File: config.mk
export PLATFORM = sky130hd
export DESIGN_NAME = orb_wr_arbiter
export DESIGN_NICKNAME = d
export VERILOG_FILES = /design/src/rtl/orb_wr_pkg.sv /design/src/rtl/rr_pick.sv /design/src/rtl/orb_wr_arbiter.sv
export SDC_FILE = /design/constraint.sdc
export NUM_CORES = 1
export LEC_CHECK = 0
export ABC_AREA = 0
export CAP_MARGIN = 10
export CORE_ASPECT_RATIO = 2
export CORE_MARGIN = 3
export CORE_UTILIZATION = 47
export CTS_BUF_LIST = sky130_fd_sc_hd__clkbuf_16
export DETAILED_ROUTE_END_ITERATION = 10
export MAX_ROUTING_LAYER = met4
export PLACE_DENSITY = 0.77
export SYNTH_ARGS = -nofsm -noshare
export SYNTH_HDL_FRONTEND = slang
export SYNTH_SLANG_ARGS = --single-unit
File: constraint.sdc
create_clock -name clk -period 4 [get_ports clk]
set_clock_uncertainty 0.1 [all_clocks]
set_input_delay 0.8 -clock clk [delete_from_list [all_inputs] [get_ports clk]]
set_output_delay 0.8 -clock clk [all_outputs]
set_load 0.01 [all_outputs]
File: src/rtl/orb_wr_pkg.sv
// rtl/orb_wr_pkg.sv - shared sizes and requester indices for the orbital frame write arbiter
package orb_wr_pkg;
  localparam int ORB_AW   = 11;
  localparam int ORB_DW   = 12;
  localparam int ORB_NREQ = 4;

  localparam int REQ_FAST1 = 0;
  localparam int REQ_FAST2 = 1;
  localparam int REQ_SLOW1 = 2;
  localparam int REQ_SLOW2 = 3;
endpackage

File: src/rtl/rr_pick.sv
// rtl/rr_pick.sv - combinational round-robin picker, search starts one past ptr_i and wraps
module rr_pick #(
  parameter int N  = 4,
  parameter int PW = 2
) (
  input  logic [N-1:0]  valid_i,
  input  logic [PW-1:0] ptr_i,
  output logic [N-1:0]  grant_o,
  output logic [PW-1:0] idx_o,
  output logic          any_o
);

  always_comb begin
    logic [PW-1:0] cand;
    logic          found;
    grant_o = '0;
    idx_o   = '0;
    any_o   = 1'b0;
    found   = 1'b0;
    cand    = '0;
    for (int off = 1; off <= N; off++) begin
      cand = PW'((int'(ptr_i) + off) % N);
      if (!found && valid_i[cand]) begin
        found         = 1'b1;
        grant_o[cand] = 1'b1;
        idx_o         = cand;
      end
    end
    any_o = found;
  end

endmodule

File: src/rtl/orb_wr_arbiter.sv
// rtl/orb_wr_arbiter.sv - one-word-per-requester holding slots, round-robin drained into a registered RAM write port
module orb_wr_arbiter
  import orb_wr_pkg::*;
#(
  parameter int N_REQ = ORB_NREQ,
  parameter int AW    = ORB_AW,
  parameter int DW    = ORB_DW
) (
  input  logic               clk,
  input  logic               rst,
  input  logic [N_REQ-1:0]    iWE,
  input  logic [N_REQ*AW-1:0] iAddr,
  input  logic [N_REQ*DW-1:0] iData,
  input  logic               iClrOvf,
  output logic               oWE,
  output logic [AW-1:0]      oAddr,
  output logic [DW-1:0]      oData,
  output logic [N_REQ-1:0]    oGrant,
  output logic [N_REQ-1:0]    oPending,
  output logic [N_REQ-1:0]    oOvf
);

  localparam int PW = (N_REQ > 1) ? $clog2(N_REQ) : 1;

  logic [N_REQ-1:0] slot_vld_q, slot_vld_d;
  logic [AW-1:0]    slot_addr_q [N_REQ];
  logic [AW-1:0]    slot_addr_d [N_REQ];
  logic [DW-1:0]    slot_data_q [N_REQ];
  logic [DW-1:0]    slot_data_d [N_REQ];
  logic [PW-1:0]    ptr_q, ptr_d;
  logic             we_q, we_d;
  logic [AW-1:0]    addr_q, addr_d;
  logic [DW-1:0]    data_q, data_d;
  logic [N_REQ-1:0] grant_q, grant_d;
  logic [N_REQ-1:0] ovf_q, ovf_d;

  logic [N_REQ-1:0] pick_grant;
  logic [PW-1:0]    pick_idx;
  logic             pick_any;

  // Picker sees only pre-edge slot state, so a word landing this edge waits one more.
  rr_pick #(.N(N_REQ), .PW(PW)) u_pick (
    .valid_i (slot_vld_q),
    .ptr_i   (ptr_q),
    .grant_o (pick_grant),
    .idx_o   (pick_idx),
    .any_o   (pick_any)
  );

  always_comb begin
    slot_vld_d  = slot_vld_q & ~pick_grant;
    slot_addr_d = slot_addr_q;
    slot_data_d = slot_data_q;
    ovf_d       = iClrOvf ? '0 : ovf_q;
    for (int k = 0; k < N_REQ; k++) begin
      if (iWE[k]) begin
        if (!slot_vld_q[k] || pick_grant[k]) begin
          slot_vld_d[k]  = 1'b1;
          slot_addr_d[k] = iAddr[k*AW +: AW];
          slot_data_d[k] = iData[k*DW +: DW];
        end else begin
          ovf_d[k] = 1'b1;
        end
      end
    end
    we_d    = pick_any;
    grant_d = pick_grant;
    addr_d  = pick_any ? slot_addr_q[pick_idx] : addr_q;
    data_d  = pick_any ? slot_data_q[pick_idx] : data_q;
    ptr_d   = pick_any ? pick_idx : ptr_q;
  end

  always_ff @(posedge clk or posedge rst) begin
    if (rst) begin
      slot_vld_q <= '0;
      for (int k = 0; k < N_REQ; k++) begin
        slot_addr_q[k] <= '0;
        slot_data_q[k] <= '0;
      end
      ptr_q   <= PW'(N_REQ - 1);
      we_q    <= 1'b0;
      addr_q  <= '0;
      data_q  <= '0;
      grant_q <= '0;
      ovf_q   <= '0;
    end else begin
      slot_vld_q  <= slot_vld_d;
      slot_addr_q <= slot_addr_d;
      slot_data_q <= slot_data_d;
      ptr_q       <= ptr_d;
      we_q        <= we_d;
      addr_q      <= addr_d;
      data_q      <= data_d;
      grant_q     <= grant_d;
      ovf_q       <= ovf_d;
    end
  end

  assign oWE      = we_q;
  assign oAddr    = addr_q;
  assign oData    = data_q;
  assign oGrant   = grant_q;
  assign oPending = slot_vld_q;
  assign oOvf     = ovf_q;

endmodule

[Word level (Yosys, flattened, before mapping)]
Index checks and enable logic that the tools add are counted.
Cells by class
  reduce and logical (&&, ||, !) cells: 22
  $lt $le $gt $ge: 9
  bitwise operators: 6
  $add $sub $neg: 4
  multiplexer cells: 51
Operators by type and width (number)
  1-bit two-way mux: 28
  12-bit binary-select mux with 2-bit select: 1
  12-bit two-way mux: 2
  11-bit binary-select mux with 2-bit select: 1
  11-bit two-way mux: 2
  4-bit two-way mux: 5
  2-bit by 3-bit less-than comparator with 1-bit output, second input constant: 4
  4-bit OR: 3
  1-bit binary-select mux with 2-bit select: 4
  1-bit demux with 2-bit select: 4
  2-bit by 1-bit >= comparator with 1-bit output, second input constant: 4
  2-bit two-way mux: 4
  2-bit AND reduction: 4
  1-bit logical AND: 7
  1-bit zero test: 7
  2-bit by 1-bit adder with 2-bit output, second input constant: 2
  2-bit adder, second input constant: 2
  4-bit AND: 1
  1-bit logical OR: 4
  4-bit NOT: 1
  3-bit >= comparator, second input constant: 1
  2-bit NOT with 3-bit output: 1
Storage, ports and cells
  input bits: 99
  output and inout bits: 36
  register bits: 130

[Logic depth before layout (Yosys ltp)]
Gate-level depths: netlist of the first run.
  word-level depth: 17
  depth in mapped cells: 14
  gate-level depth less buffers: 8

[By module]
A second synthesis of the first run with hierarchy kept.
Second synthesis, totals
  cells, all modules: 472
  area, all modules: 6179.7 um^2
Modules (own cells, without submodules)
  orb_wr_arbiter: cells an instance 386, instances 1, area each 5550.3 um^2
  rr_pick: cells an instance 86, instances 1, area each 629.4 um^2

[Least setup slack after synthesis of the first run]
OpenSTA, ideal clock, no wires.
  kind: reg2reg
  from: register ptr_q[0]
  to: register slot_addr_q[0] in the netlist's numbering
  arrival: 3419 ps
  stages on the path, launching flop included: 14
  period minus slack after synthesis: 3644 ps
  path slack: 356 ps
  path buffers: 5
  cell sequence: dfstp_2 buf_6 inv_1 clkbuf_1 ha_1 buf_2 mux4_2 nor4b_4 nand2_1 and3_4 nand2b_4 buf_6 buf_12 mux2_4
Between the ends
  longest elaborated chain between the ends: 15
RTL lines
  start: declaration: RTL line orb_wr_arbiter.sv:30  | logic [PW-1:0] ptr_q, ptr_d;
  start signal: assignment: RTL line orb_wr_arbiter.sv:80  | ptr_q <= PW'(N_REQ - 1);
  start signal: assignment: RTL line orb_wr_arbiter.sv:90  | ptr_q <= ptr_d;
  parallel branches: the longest is 12 deep, another holds 2-bit by 3-bit less-than comparator with 1-bit output
  4-bit two-way mux (*): RTL line rr_pick.sv:23  | if (!found && valid_i[cand]) begin
  1-bit logical OR (*): RTL line orb_wr_arbiter.sv:57  | if (!slot_vld_q[k] || pick_grant[k]) begin
  2-bit AND reduction (no line) (*)
  end signal: assignment: RTL line orb_wr_arbiter.sv:88  | slot_addr_q <= slot_addr_d;
  end: declaration: RTL line orb_wr_arbiter.sv:26  | logic [AW-1:0] slot_addr_q [N_REQ];
Mark *: on every way between the ends. The select of a mux whose other input is x is not followed.
A chain may end at the register's enable or synchronous reset.

[Worst setup path after layout of the first run]
  from: register ptr_q[1]
  to: register data_q[5] (netlist: oData[5])
Between the ends
  longest elaborated chain between the ends: 17
RTL lines
  2-bit by 1-bit adder with 2-bit output: RTL line rr_pick.sv:22  | cand = PW'((int'(ptr_i) + off) % N);
  1-bit binary-select mux with 2-bit select: RTL line rr_pick.sv:23
  1-bit two-way mux (not written as such): RTL line rr_pick.sv:23
  1-bit two-way mux: RTL line rr_pick.sv:23
  1-bit zero test: RTL line rr_pick.sv:23
  1-bit logical AND: RTL line rr_pick.sv:23
  1-bit two-way mux: RTL line rr_pick.sv:23
  1-bit zero test: RTL line rr_pick.sv:23
  1-bit logical AND: RTL line rr_pick.sv:23
  1-bit two-way mux: RTL line rr_pick.sv:23
  1-bit zero test: RTL line rr_pick.sv:23
  1-bit logical AND: RTL line rr_pick.sv:23
  2-bit two-way mux: RTL line rr_pick.sv:23
  2-bit NOT with 3-bit output (not written as such): RTL line orb_wr_arbiter.sv:69  | data_d = pick_any ? slot_data_q[pick_idx] : data_q;
  12-bit binary-select mux with 2-bit select: RTL line orb_wr_arbiter.sv:69
  12-bit two-way mux (not written as such) (2 in a row): RTL line orb_wr_arbiter.sv:69
  end signal: assignment: RTL line orb_wr_arbiter.sv:93  | data_q <= data_d;
  end: declaration: RTL line orb_wr_arbiter.sv:33  | logic [DW-1:0] data_q, data_d;
Several ways; a longest one is shown, not always the timed one. The select of a mux whose other input is x is not followed.

==> metrics, run 1 <==
Starting Density 0.479; Clock Pin Slew Worst Setup and Hold Paths about 0.060 ns; power consumption 9.14 mW; WP data required 4.16 ns; layout cells sized above 1 0.271; CTS resizes 0; Avg Vias per Cell between 5 and 6; Post-synth EDFFs 0; async set-reset flop share out of synthesis 1.00; vias in the first global route 4697; CP Class reg -> reg; CP Launch Type flop; final hold vios 0; critical path capture point type flop; NumNets Final 722; TritonCTS clock tree yes; Final Util 0.629; FMAX 270 MHz; drt drc 0; Slew Limit Fails 0; global route hottest layer met2; Least-Margin Pin Slew 0.773 ns; Multi-input gate area 2920 sq um; CTS sink cnt 130; GR met3 Demand/Resource 0.0343; Placement Setup Slack ~0.36 ns; Fill cells approximately 1100; Yosys cell types 42; Hold Path Class reg -> reg; later-pin clock latency in the skew report about 0.41 ns; met1 Usage GRT 0.251; DR pass1 iterations 4; crit-path max FO 19; top cells by count, synth dfrtp_1, mux2_4, nand2_1; post-synthesis area per instance ~13 sq um; Tcrit/Tclk final 0.925; Yosys reg bits 130; GP Congestion roughly 0.9; routed wire length per instance roughly 20 um; H-tree levels 4; Worst VDD drop 0.557 mV; final setup violation count 0; I/O pins 135; # hold bufs at CTS 0; Rows 60; RSZ-0062 raised after global routing false; core area between 10000 and 15000 sq um; DP Wirelength 11.7 mm; drt total wl roughly 16 mm; Ys Warns 0; first-pass GRT wire length around 25 mm; Remaining Overflow, GRT 0; Die ar. approximately 15000 sq um; status completed; Cell Area, Synth ~6500 sq um; met2 Track Usage GR 0.370; Port Buffers 134; Vias 4408; largest net degree at the start of global routing 73; Syn-to-layout area delta 31.3%; Syn Inst Count between 400 and 500; top-count cell post-synth dfrtp_1; P_leak 3.79 nW; total CTS buffers 17; Clock Path Buffers 2; reg2reg setup slack 0.30 ns; Setup Total Neg Slack 0 ns; syn_nets 594; Worst EP arrival 3.86 ns; post-synth top area cell dfrtp_1; die width around 90 um; synth top area cells dfrtp_1, mux2_4, mux2_2; max_cap viols 0; Register Area ~3300 sq um; ANT nets after route 0; final worst setup slack around 0.30 ns; Die H 172 um; register area share after synthesis 0.503; top cell type's share of synthesized area 0.494; CTS root buf clkbuf_16; Design Area, Final approximately 8500 sq um; top_reg_cell synth dfrtp_1; P per Cell Area between 1000 and 1500 nW/um^2; slew margin rel. 0.483; postcts setup bufs 0; Final min period 3.70 ns; total track usage 0.224; Post-DP Area between 7000 and 8000 sq um; initial antenna violation count 1; DRT iter0 DRCs between 150 and 200
-- per-layer routing --
layer	share of wire	vias to the layer above
met5	0	-
met4	0.053	0
met3	0.038	45
met2	0.54	141
met1	0.37	2204
li1	-	2018
-- flip-flops by register name, indices dropped and copies added (netlist names) --
signal       count
slot_data_q     48
slot_addr_q     44
oData           12
oAddr           11
oGrant           4
oOvf             4
oPending         4
ptr_q            2
oWE              1
-- kinds of logic (layout without fill, tap and decap cells) --
family,Yosys count,count (layout),share of synthesized area
adder cells (fa/ha/maj),8,8,0.0155
multiplexers,136,136,0.271
AND/OR/NAND/NOR,91,91,0.0744
flip-flops,130,130,0.503
other,0,1,0
buffers and inverters,49,190,0.0527
AO/OA/AOI/OAI,73,73,0.0836
-- where the power goes --
part / internal (mW) / switching [mW] / total [mW]
sequential: 2.06 / 0.491 / 2.55
clock: 1.10 / 0.580 / 1.68
combinational: 2.68 / 2.24 / 4.91
-- cell type report --
type	instances	area share
Antenna cell	1	0.000294
Tap cell	155	0.0228
Multi-Input combinational cell	308	0.343
Clock inverter	15	0.0252
Sequential cell	130	0.383
Timing Repair Buffer	144	0.169
Inverter	14	0.00662
Clock buffer	17	0.0500
-- cell usage in the layout (no fill, tap or decap), types with 8 or more instances in the layout --
| cell | synthesis | routed |
|---|---|---|
| nor2_1 | 11 | 11 |
| nand3_1 | 10 | 10 |
| a31oi_1 | 11 | 11 |
| o221a_2 | 10 | 10 |
| o22ai_1 | 10 | 10 |
| dfrtp_1 | 128 | 128 |
| ha_1 | 8 | 8 |
| nand2_1 | 47 | 47 |
| o221ai_1 | 9 | 9 |
| inv_1 | 13 | 12 |
| mux2_4 | 60 | 60 |
| mux2_2 | 37 | 37 |
| buf_4 | 3 | 8 |
| clkdlybuf4s50_1 | 0 | 134 |
| o21ai_0 | 10 | 10 |
| clkbuf_16 | 0 | 17 |
| mux2i_1 | 35 | 35 |
-- final timing paths --
kind	start	to	depth (start not counted)
setup / recovery	ptr_q[1]	oData[5]	9
hold / removal	oAddr[10]	oAddr[10]	2
setup reg to reg	ptr_q[1]	oData[5]	9
hold reg to reg	oAddr[10]	oAddr[10]	2
max in group asynchronous	rst	slot_addr_q[7]	3
min in group asynchronous	rst	oOvf[2]	2
-- per-stage QoR --
step	hold WS (ns)	instances
2_1_floorplan	0.375	487
3_3_place_gp	0.372	751
3_5_place_dp	0.387	751
4_1_cts	0.399	783
5_1_grt	0.418	784
6_report	0.399	784
-- worst max-delay path, cell delays in order (launching register included) --
cell and delay (ns):
dfstp_2 0.53, inv_1 0.10, ha_1 0.43, mux4_2 0.54, o21ai_0 0.13, buf_4 0.16, a21oi_4 0.62, buf_4 0.44
mux2i_1 0.31, o221ai_1 0.18
Power figures use the tool's default switching activity.
==> run 2, diff against run 1 <==
--- a/config.mk
+++ b/config.mk
@@ -14,6 +14,7 @@
 export DETAILED_ROUTE_END_ITERATION = 10
 export MAX_ROUTING_LAYER = met4
 export PLACE_DENSITY = 0.77
+export REMOVE_ABC_BUFFERS = 1
 export SYNTH_ARGS = -nofsm -noshare
 export SYNTH_HDL_FRONTEND = slang
 export SYNTH_SLANG_ARGS = --single-unit
==> metrics, run 2 (same netlist as run 1, synthesis figures left out) <==
final hold vios 0; RSZ-0062 raised after global routing false; Worst VDD drop between 0.5 and 0.6 mV; layout cells sized above 1 0.277; Hold Path Class reg -> reg; Tcrit/Tclk final 0.963; Biggest register slot_data_q; Die H between 150 and 200 um; CP cell instances inv_1 -> ha_2 -> mux4_2 -> buf_4 -> nor4b_4 -> nand2_1 -> and3_4 -> nand2b_4 -> mux2_4; Fin Hold WS between 0.4 and 0.5 ns; Reg power frac 0.281; routed wire length per instance roughly 22 um; total track usage 0.237; Worst EP arrival 4.05 ns; Max stage delay on crit path just under 0.7 ns; DP Wirelength 11.6 mm; Fill cells a little over 1000; TritonCTS clock tree yes; crit-path max FO 23; core area roughly 14000 sq um; P_leak around 3.8 nW; Die ar. between 15000 and 20000 sq um; DRT iter0 DRCs 345; Register Area 3260 sq um; final setup violation count 0; Post-DP Area 7860 sq um; Rows 60; CP max-delay cell dfstp_2; initial antenna violation count 1; FMAX roughly 260 MHz; CP Class reg -> reg; CTS sink cnt 130; Clk pwr share 0.175; Port Buffers around 130; H-tree levels 4; Vias 4530; critical path capture point type flop; Final min period between 3 and 4 ns; drt drc 0; ANT nets after route 0; DR pass1 iterations 4; Remaining Overflow, GRT 0; total CTS buffers 17; vias in the first global route about 5000; Final Util 0.628; NumNets Final about 730; Least-Margin Pin Slew slightly below 1 ns; GP Congestion 0.880; max_cap viols 0; Avg Vias per Cell roughly 5.8; first-pass GRT wire length 26.3 mm; largest net degree at the start of global routing 67; CTS root buf clkbuf_16; combinational power share 0.543; die width a little under 90 um; internal power ~5.8 mW; max reg flops 48; Clock Path Buffers 2; switching share of total power 0.374; WP data required approximately 4.2 ns; slew margin rel. 0.336; Starting Density 0.479; commonest non-fill, non-tap cell in the layout clkdlybuf4s50_1; drt total wl 17.0 mm; power consumption just over 9 mW; later-pin clock latency in the skew report between 0.4 and 0.5 ns; I/O pins between 100 and 150; CP Launch Type flop; Multi-input gate area 2930 sq um; Syn-to-layout area delta 31.0%; switching power between 3 and 4 mW; Design Area, Final between 8000 and 9000 sq um; Slew Limit Fails 0; P per Cell Area between 1000 and 1500 nW/um^2; status completed; highest-count cells in the layout ignoring fill and taps clkdlybuf4s50_1, dfrtp_1, mux2_4, nand2_1, mux2_2; Clock Pin Slew Worst Setup and Hold Paths ~0.05 ns
run 2: per-layer routing:
layer,global-route usage,routed length (um),vias up
met4,0.111,560,0
li1,-,-,2024
met2,0.408,9510,174
met1,0.263,6220,2294
met3,0.0381,662,38
met5,-,0,-
run 2: stage by stage:
stage          setup slack (ns)  std cells  TNS [ns]
2_1_floorplan             -1.52        452    -83.66
3_3_place_gp              0.245        753         0
3_5_place_dp              0.121        753         0
4_1_cts                  0.0970        785         0
5_1_grt                  0.0183        787         0
6_report                  0.146        787         0
run 2: path summary, 6_finish.rpt:
check	from	to	slack [ns]	cells past startpoint
max	ptr_q[1]	slot_data_q[16]	0.15	9
min	slot_data_q[26]	slot_data_q[26]	0.40	1
max reg2reg	ptr_q[1]	slot_data_q[16]	0.15	9
min reg2reg	slot_data_q[26]	slot_data_q[26]	0.40	1
max in group asynchronous	rst	slot_data_q[31]	2.13	3
min in group asynchronous	rst	oData[1]	0.79	2
run 2: power by group through the flow:
stage	Combinational [mW]	Sequential, mW	Clock [mW]
final	5.01	2.60	1.62
after global routing	5.38	2.67	1.71
after CTS	5.00	2.58	1.63
after detailed placement	4.96	2.59	0
after global placement	4.79	2.54	0
after floorplan	3.43	2.50	0
run 2: repair_timing:
| action | CTS | global route |
|---|---|---|
| endpoints found under the setup margin | 0 | 79 |
| hold buffers | 0 | 0 |
| resized for setup | 0 | 1 |
| setup buffers | 0 | 0 |
run 2: critical path, delay by kind of cell (launching register included):
| kind | cells | cell delay, ns |
|---|---|---|
| DFF | 1 | 0.69 |
| buffers and inverters | 2 | 0.37 |
| and+or+nand+nor | 4 | 1.13 |
| muxes | 2 | 0.94 |
| adders and majority gates | 1 | 0.47 |
run 2: layout make-up:
| class | count | area share |
|---|---|---|
| Clock inverter | 15 | 0.0225 |
| Timing Repair Buffer | 146 | 0.169 |
| Tap cell | 155 | 0.0228 |
| Inverter | 14 | 0.00648 |
| Antenna cell | 1 | 0.000295 |
| Sequential cell | 130 | 0.383 |
| Clock buffer | 17 | 0.0501 |
| Multi-Input combinational cell | 309 | 0.346 |
==> run 3, diff against run 2 <==
--- a/config.mk
+++ b/config.mk
@@ -8,12 +8,10 @@
 export ABC_AREA = 0
 export CAP_MARGIN = 10
 export CORE_ASPECT_RATIO = 2
-export CORE_MARGIN = 3
-export CORE_UTILIZATION = 47
+export CORE_UTILIZATION = 35
 export CTS_BUF_LIST = sky130_fd_sc_hd__clkbuf_16
 export DETAILED_ROUTE_END_ITERATION = 10
 export MAX_ROUTING_LAYER = met4
-export PLACE_DENSITY = 0.77
 export REMOVE_ABC_BUFFERS = 1
 export SYNTH_ARGS = -nofsm -noshare
 export SYNTH_HDL_FRONTEND = slang
==> metrics, run 3 (same netlist as run 1, synthesis figures left out) <==
status complete, but fails checks; failing checks DRC; Remaining Overflow, GRT 0; ANT nets after route 0; Port Buffers between 100 and 150; later-pin clock latency in the skew report 0.43 ns; RSZ-0062 raised after global routing false; first-pass GRT wire length ~28 mm; P per Cell Area roughly 1100 nW/um^2; Vias around 4500; CTS resizes 0; # diodes 0; Slew Limit Fails 0; Tcrit/Tclk final 0.945; H-tree levels 4; Rows 70; total CTS buffers 17; NumNets Final between 700 and 800; Worst EP arrival between 3 and 4 ns; DP Cell Count slightly above 800; Die ar. 19100 sq um; die width about 98 um; commonest non-fill, non-tap cell in the layout clkdlybuf4s50_1; DP Wirelength 12.7 mm; DRT iter0 DRCs 172; max reg flops 48; CTS root buf clkbuf_16; layout cells sized above 1 0.277; core area around 18000 sq um; total track usage 0.203; Hold Path Class reg -> reg; critical path capture point type flop; Final Util 0.473; FMAX 265 MHz; CP Launch Type flop; drt total wl 18.3 mm; CP Class reg -> reg; highest-count cells in the layout ignoring fill and taps clkdlybuf4s50_1, dfrtp_1, mux2_4, nand2_1, mux2_2; Avg Vias per Cell ~5.3; Starting Density 0.356; Syn-to-layout area delta 32.9%; # hold bufs at CTS 0; Finished Layout Cells 848; initial antenna violation count 0; WP data required roughly 4.2 ns; CTS sink cnt 130; Clock Pin Slew Worst Setup and Hold Paths around 0.06 ns; Fin Hold WS a little over 0.4 ns; slew margin rel. 0.276; drt drc 5; vias in the first global route 5066; postcts setup bufs 0; Biggest register slot_data_q; GP Congestion 0.901; final setup violation count 0; DR pass1 iterations 9; Worst VDD drop ~0.38 mV; largest net degree at the start of global routing 61; TritonCTS clock tree yes; final hold vios 0; Least-Margin Pin Slew about 1.1 ns; routed wire length per instance between 20 and 25 um; max_cap viols 0; crit-path max FO 23; I/O pins between 100 and 150; Die H 194 um; Clock Path Buffers 2; P_leak 3.83 nW; Final min period roughly 3.8 ns
-- run 3: cell types whose count changed in the layout (fill, tap and decap cells not counted), sizes merged --
| cell | before | now |
|---|---|---|
| clkinvlp | 3 | 1 |
| inv | 14 | 16 |
| clkinv | 8 | 7 |
| diode | 1 | 0 |
| buf | 12 | 13 |
| bufinv | 4 | 5 |
-- run 3: layer usage --
metal / track usage / vias up / wire, um
met2: 0.373 / 142 / 10500
met3: 0.0338 / 32 / 616
li1: - / 2027 / -
met1: 0.205 / 2293 / 6640
met4: 0.0984 / 0 / 588
met5: - / - / 0
-- run 3: final cells by class --
type,count,area (sq um)
fill,1649,9610
sequential,130,3260
multi-input combinational,309,2940
timing repair buffer,147,1450
clock buffer,17,425
tap,216,270
clock inverter,15,218
inverter,14,55.1
-- run 3: through the flow --
step | power, mW | worst slack (ns) | setup TNS, ns | instance area (sq um)
after floorplan | 5.93 | -1.52 | -83.66 | 6190
after global placement | 7.52 | 0.321 | 0 | 7960
after detailed placement | 7.68 | 0.253 | 0 | 7960
after CTS | 9.43 | 0.214 | 0 | 8600
after global routing | 9.97 | 0.0368 | 0 | 8610
final | 9.41 | 0.222 | 0 | 8610
-- run 3: path summary, 6_finish.rpt --
kind / start / endpoint / slack [ns] / cells after the start
worst max-delay path: ptr_q[1] / slot_addr_q[36] / 0.22 / 9
worst min-delay path: slot_addr_q[9] / slot_addr_q[9] / 0.40 / 1
worst max register to register: ptr_q[1] / slot_addr_q[36] / 0.22 / 9
worst min register to register: slot_addr_q[9] / slot_addr_q[9] / 0.40 / 1
max in group asynchronous: rst / oPending[1] / 2.28 / 3
min in group asynchronous: rst / slot_data_q[22] / 0.73 / 2
-- run 3: worst max-delay path, stage by stage, from the launching register on --
cell	delay (ns)
dfstp_2	0.71
inv_1	0.18
ha_1	0.36
buf_4	0.17
mux4_2	0.45
nor4b_4	0.50
nand2_1	0.15
and3_4	0.21
nand2b_4	0.38
mux2_4	0.41
-- run 3: power by group --
part / switching, mW / internal (mW)
Sequential: 0.532 / 2.06
Combinational: 2.39 / 2.72
Clock: 0.602 / 1.10
Total: 3.53 / 5.88
